===== src/rtl/fetch_queue_unit.sv =====
// fetch_queue_unit
//   Instruction fetch front end. Sequential fetch with at most one request
//   outstanding to instruction memory, a small circular queue of fetched
//   words, redirect (branch/jump) flush with in-flight response discard,
//   and a halt opcode that stops fetching until the next redirect.
//
// Ports
//   clk, rst_n               clock, asynchronous active-low reset
//   mem_req, mem_addr        read request to instruction memory (held until ack)
//   mem_ack, mem_rdata       response strobe and data (rdata valid only with ack)
//   inst_valid, inst,
//   inst_pc, inst_ready      queue head handshake towards the decoder
//   redirect, redirect_pc    flush queue and restart fetch at redirect_pc
//   pc                       next address to be requested
//   hlt                      halted and queue drained
module fetch_queue_unit #(
    parameter int unsigned        ADDR_W   = 16,
    parameter int unsigned        INST_W   = 16,
    parameter int unsigned        DEPTH    = 4,
    parameter int unsigned        PC_INC   = 2,
    parameter logic [ADDR_W-1:0]  RESET_PC = '0,
    parameter logic [3:0]         HLT_OP   = 4'hF
) (
    input  logic              clk,
    input  logic              rst_n,
    output logic              mem_req,
    output logic [ADDR_W-1:0] mem_addr,
    input  logic              mem_ack,
    input  logic [INST_W-1:0] mem_rdata,
    output logic              inst_valid,
    output logic [INST_W-1:0] inst,
    output logic [ADDR_W-1:0] inst_pc,
    input  logic              inst_ready,
    input  logic              redirect,
    input  logic [ADDR_W-1:0] redirect_pc,
    output logic [ADDR_W-1:0] pc,
    output logic              hlt
);

    localparam int unsigned PTR_W = $clog2(DEPTH);
    localparam int unsigned CNT_W = PTR_W + 1;
    localparam logic [CNT_W-1:0] FULL_CNT = CNT_W'(DEPTH);

    typedef enum logic [1:0] {
        FETCH   = 2'd0,
        WAIT    = 2'd1,
        DISCARD = 2'd2,
        HALT    = 2'd3
    } state_e;

    state_e            state_q, state_d;
    logic [ADDR_W-1:0] pc_q, pc_d;
    logic [ADDR_W-1:0] req_addr_q, req_addr_d;
    logic [PTR_W-1:0]  rd_ptr_q, rd_ptr_d;
    logic [PTR_W-1:0]  wr_ptr_q, wr_ptr_d;
    logic [CNT_W-1:0]  count_q, count_d;
    logic [INST_W-1:0] inst_mem_q [DEPTH];
    logic [ADDR_W-1:0] pc_mem_q   [DEPTH];

    logic req_raw;
    logic enq;
    logic deq;
    logic flush;
    logic is_halt_word;

    assign inst_valid   = (count_q != '0);
    assign deq          = inst_valid & inst_ready;
    assign is_halt_word = (mem_rdata[INST_W-1 -: 4] == HLT_OP);

    // ------------------------------------------------------------------
    // Fetch FSM: next state, request outputs, enqueue/flush strobes
    // ------------------------------------------------------------------
    always_comb begin
        // NOTE: every signal written here gets a default first, so no latch is inferred.
        state_d    = state_q;
        pc_d       = pc_q;
        req_addr_d = req_addr_q;
        req_raw    = 1'b0;
        mem_addr   = req_addr_q;
        enq        = 1'b0;
        flush      = 1'b0;

        unique case (state_q)
            FETCH: begin
                mem_addr = pc_q;
                if (redirect) begin
                    flush = 1'b1;
                    pc_d  = redirect_pc;
                end else if (count_q < FULL_CNT) begin
                    // Only issue when the response is guaranteed a queue slot.
                    req_raw    = 1'b1;
                    req_addr_d = pc_q;
                    state_d    = WAIT;
                end
            end
            WAIT: begin
                req_raw = 1'b1;
                if (redirect) begin
                    flush   = 1'b1;
                    pc_d    = redirect_pc;
                    state_d = mem_ack ? FETCH : DISCARD;
                end else if (mem_ack) begin
                    enq = 1'b1;
                    if (is_halt_word) begin
                        // pc stays on the halt word.
                        state_d = HALT;
                    end else begin
                        pc_d    = pc_q + ADDR_W'(PC_INC);
                        state_d = FETCH;
                    end
                end
            end
            DISCARD: begin
                // Stale request stays on the bus until memory answers it.
                req_raw = 1'b1;
                if (redirect) begin
                    flush = 1'b1;
                    pc_d  = redirect_pc;
                end
                if (mem_ack) begin
                    state_d = FETCH;
                end
            end
            HALT: begin
                mem_addr = pc_q;
                if (redirect) begin
                    flush   = 1'b1;
                    pc_d    = redirect_pc;
                    state_d = FETCH;
                end
            end
            default: state_d = FETCH;
        endcase
    end

    // The reset state is FETCH with an empty queue, which would otherwise
    // present a request while rst_n is still low.
    assign mem_req = rst_n & req_raw;

    // ------------------------------------------------------------------
    // Queue pointer/occupancy next state
    // ------------------------------------------------------------------
    always_comb begin
        rd_ptr_d = rd_ptr_q;
        wr_ptr_d = wr_ptr_q;
        count_d  = count_q;
        if (flush) begin
            rd_ptr_d = '0;
            wr_ptr_d = '0;
            count_d  = '0;
        end else begin
            // Pointers wrap naturally because DEPTH is a power of two.
            if (deq) rd_ptr_d = rd_ptr_q + PTR_W'(1);
            if (enq) wr_ptr_d = wr_ptr_q + PTR_W'(1);
            unique case ({enq, deq})
                2'b10:   count_d = count_q + CNT_W'(1);
                2'b01:   count_d = count_q - CNT_W'(1);
                default: count_d = count_q;
            endcase
        end
    end

    // NOTE: sequential state is updated with non-blocking assignments only.
    always_ff @(posedge clk or negedge rst_n) begin
        if (!rst_n) begin
            state_q    <= FETCH;
            pc_q       <= RESET_PC;
            req_addr_q <= RESET_PC;
            rd_ptr_q   <= '0;
            wr_ptr_q   <= '0;
            count_q    <= '0;
        end else begin
            state_q    <= state_d;
            pc_q       <= pc_d;
            req_addr_q <= req_addr_d;
            rd_ptr_q   <= rd_ptr_d;
            wr_ptr_q   <= wr_ptr_d;
            count_q    <= count_d;
        end
    end

    // NOTE: queue storage has no reset; count_q alone decides which entries are live.
    always_ff @(posedge clk) begin
        if (enq) begin
            inst_mem_q[wr_ptr_q] <= mem_rdata;
            pc_mem_q[wr_ptr_q]   <= req_addr_q;
        end
    end

    assign inst = inst_mem_q[rd_ptr_q];
    assign inst_pc = pc_mem_q[rd_ptr_q];
    assign pc = pc_q;
    assign hlt = (state_q == HALT) && (count_q == '0);

endmodule


===== config.mk =====
export PLATFORM = sky130hd
export DESIGN_NAME = fetch_queue_unit
export DESIGN_NICKNAME = d
export VERILOG_FILES = /design/src/rtl/fetch_queue_unit.sv
export SDC_FILE = /design/constraint.sdc
export NUM_CORES = 1
export LEC_CHECK = 0
export ABC_AREA = 1
export BUFFER_PORTS_ARGS = -buffer_cell sky130_fd_sc_hd__buf_2
export CORE_ASPECT_RATIO = 0.75
export CORE_MARGIN = 10
export CORE_UTILIZATION = 50
export CTS_CLUSTER_SIZE = 16
export DETAILED_ROUTE_END_ITERATION = 12
export HOLD_SLACK_MARGIN = 0.08
export PLACE_DENSITY = 0.81
export SYNTH_ARGS = -nofsm -noshare
export SYNTH_HDL_FRONTEND = slang
export SYNTH_SLANG_ARGS = --single-unit

===== constraint.sdc =====
create_clock -name clk -period 2.99 [get_ports clk]
set_input_delay 0.4485 -clock clk [delete_from_list [all_inputs] [get_ports clk]]
set_output_delay 0.4485 -clock clk [all_outputs]
set_load 0.1 [all_outputs]

==> results.toml <==
[outcome]
status = "finished, final reports clean"

[clocking]
cts.path.max_buffers = 2
clock_latency_ns = 0.41
cts_buffers = 17
cts_tree = "built"
clock_sinks = 169
clockRootBuffer = "clkbuf_16"
htreeDepth = 4
cts.clk_slew.worst_paths_ns = 0.06

[timing]
tightest_slew_ns = 0.555
slew_violations = 0
finalSetupViolCount = 0
fin_crit_sh_pct = 91.9
finClkSkew_ns = 0.00988
hold_viol = 0
fmax_mhz = 364
whs_ns = 0.110
rsz0062_at_grt = "false"
fin_crit_ns = 2.75
setup_ws_ns = 0.241
slew-limit-headroom_pct = 63.0

[worst_setup_path]
cp-start-kind = "flip-flop"
r2r_slack_ns = 0.59
reg2reg_to = "count_q[2]"
slowest_delay_ns = 0.57
worstSetupPathType = "reg -> out"
slowest_stage = "dfrtp_2"
timing.rr.start = "state_q[1]"
arrival_ns = 2.30
crit_path_end_kind = "output port"
crit_chain = "inv_2 -> buf_12 -> o21ai_0 -> o22ai_1 -> buf_12"
worstPathRequired_ns = 2.54
crit_fanout = 31
cpMostUsedCell = "buf_12"
cp-startpoint = "rd_ptr_q[0]"
r2r_cells = 10

[floorplan]
die_h_um = 124
io_pins = 104
core_um2 = 13900
die-area_um2 = 19800
dieWidth_um = 159
initial_utilization_pct = 52.0
num_rows = 37

[placed_design]
dp_cells = 951
dp_worst_setup_slack_ns = 0.476
gp_congestion = 0.857
dp_hpwl_mm = 10.9
io_buffers = 103

[logic_synthesis]
synth-seq-cells = 169
synth_flop_cell = "edfxtp_1"
synth_cell_types = 30
ys_seq_area_share_pct = 67.2
syn_avg_cell_area_um2 = 10.8
synth-compound-area-share_pct = 11.6
synth.top_cell.area_share_pct = 53.1
ys_async_sr_fraction_pct = 24.3
synth-edff-count = 128
yosysTopAreaCell = "edfxtp_1"
syn_area_um2 = 7240
synthesis.nets = 721
synth_area_leaders = "edfxtp_1 (53%), dfrtp_1 (14%), o21ai_0 (7.7%), nand2_1 (5.8%), nor2_1 (5.4%)"
synth_top_family_by_area = "simple AND/OR/NAND/NOR gates"
synth_xor_area_share_pct = 0.363
syn_inst = 672
synth_fa_ha_area_share_pct = 2.18
yosys.area_share.simple_pct = 14.5
yosysMostFrequentCell = "edfxtp_1"
synth_mux_area_share_pct = 0
synth_common_cells = "edfxtp_1 (128), nand2_1 (112), o21ai_0 (112)"
yosys_warnings = 0

[global_routing]
grt_pass1_vias = 5146
grt_max_degree = 42
grt-ovfl-total = 0
grt_pass1_wl_mm = 27.5
antenna_found_initial = 0
grt.total_usage_pct = 17.0

[finish]
fin_util_pct = 65.2
drive_gt1_share_pct = 20.8
fill_cells = 1009
num_antenna_cells = 0
stdcell_count = 983
areaGrowthSynthToFinish_pct = 25.5
finalNetCount = 824

[drt]
drtPass1Iterations = 5
drcViolationCount = 0
drt_first_iter_violations = 468
ant_nets = 0
num_vias = 5323
wl_per_cell_um = 17.2
via_per_inst = 5.42
totalWireLength_mm = 16.9

[worst_hold_path]
worstHoldPathType = "in -> async"

[run]
drv_cap = 0
-- what timing repair did --
item	4_1_cts	5_1_grt
resized for setup	0	1
hold buffers	0	0
endpoints found under the setup margin	0	17
setup buffers	0	0
-- worst max-delay path by stage --
stage	cells past startpoint	end
2_1_floorplan	2	mem_addr[3]
3_3_place_gp	5	mem_addr[9]
3_5_place_dp	5	mem_addr[15]
4_1_cts	5	mem_addr[15]
5_1_grt	5	mem_addr[2]
6_report	5	inst_pc[15]
-- registers in the layout, summed over array words and instances, names as in the netlist --
name and cells:
inst_mem_q 64, req_addr_q 16, state_q 2, wr_ptr_q 2, pc 16, count_q 3, rd_ptr_q 2, pc_mem_q 64
-- layout by cell type, fill, tap and decap left out, drive strengths merged --
cell type and instances:
o22ai 33, clkbuf 22, edfxtp 128, a31oi 1
nand4 5, clkinvlp 2, nor3b 1, a21oi 6
nor3 3, ha 11, o21ai 119, fa 1
inv 45, nand3 24, clkinv 4, xor2 1
buf 116, nor2 106, nand3b 1, nand2 113
or2 2, bufinv 1, xnor2 2, dfrtp 41
-- critical path: cells and delay by family (launching register included) --
family | cells | cell delay (ns)
buffers and inverters | 3 | 0.88
flip-flops | 1 | 0.57
AO/OA/AOI/OAI | 2 | 0.42
-- logic make-up (layout without fill, tap and decap cells) --
| group | Yosys count | in the layout |
|---|---|---|
| adders and majority gates | 12 | 12 |
| and+or+nand+nor | 255 | 255 |
| DFF | 169 | 169 |
| AOI/OAI and AO/OA | 159 | 159 |
| buffers and inverters | 74 | 190 |
| xor gates and xnor gates | 3 | 3 |
-- layer usage --
metal	vias to the layer above	global-route usage [%]	wire [um]
li1	2548	-	-
met1	2521	23.3	7720
met2	237	26.0	7670
met3	17	4.91	1420
met4	0	4.06	133
met5	-	0	0
-- final cells by class --
class	count	area, um^2	share of cell area, %
Inverter	42	163	1.79
Sequential cell	169	4870	53.6
Tap cell	195	244	2.68
Timing Repair Buffer	116	1120	12.3
Clock buffer	22	497	5.46
Multi-Input combinational cell	429	2110	23.2
Clock inverter	10	86.3	0.950
-- per-stage QoR --
step | instance area, um^2 | TNS [ns]
floorplan | 7250 | -0.0142
global placement | 8500 | 0
detailed placement | 8500 | 0
CTS | 9090 | 0
global route | 9090 | 0
finish | 9090 | 0
Power is left out: the tool's default activity adds up to more than one toggle a clock period on the data nets, which glitch-free logic cannot reach.
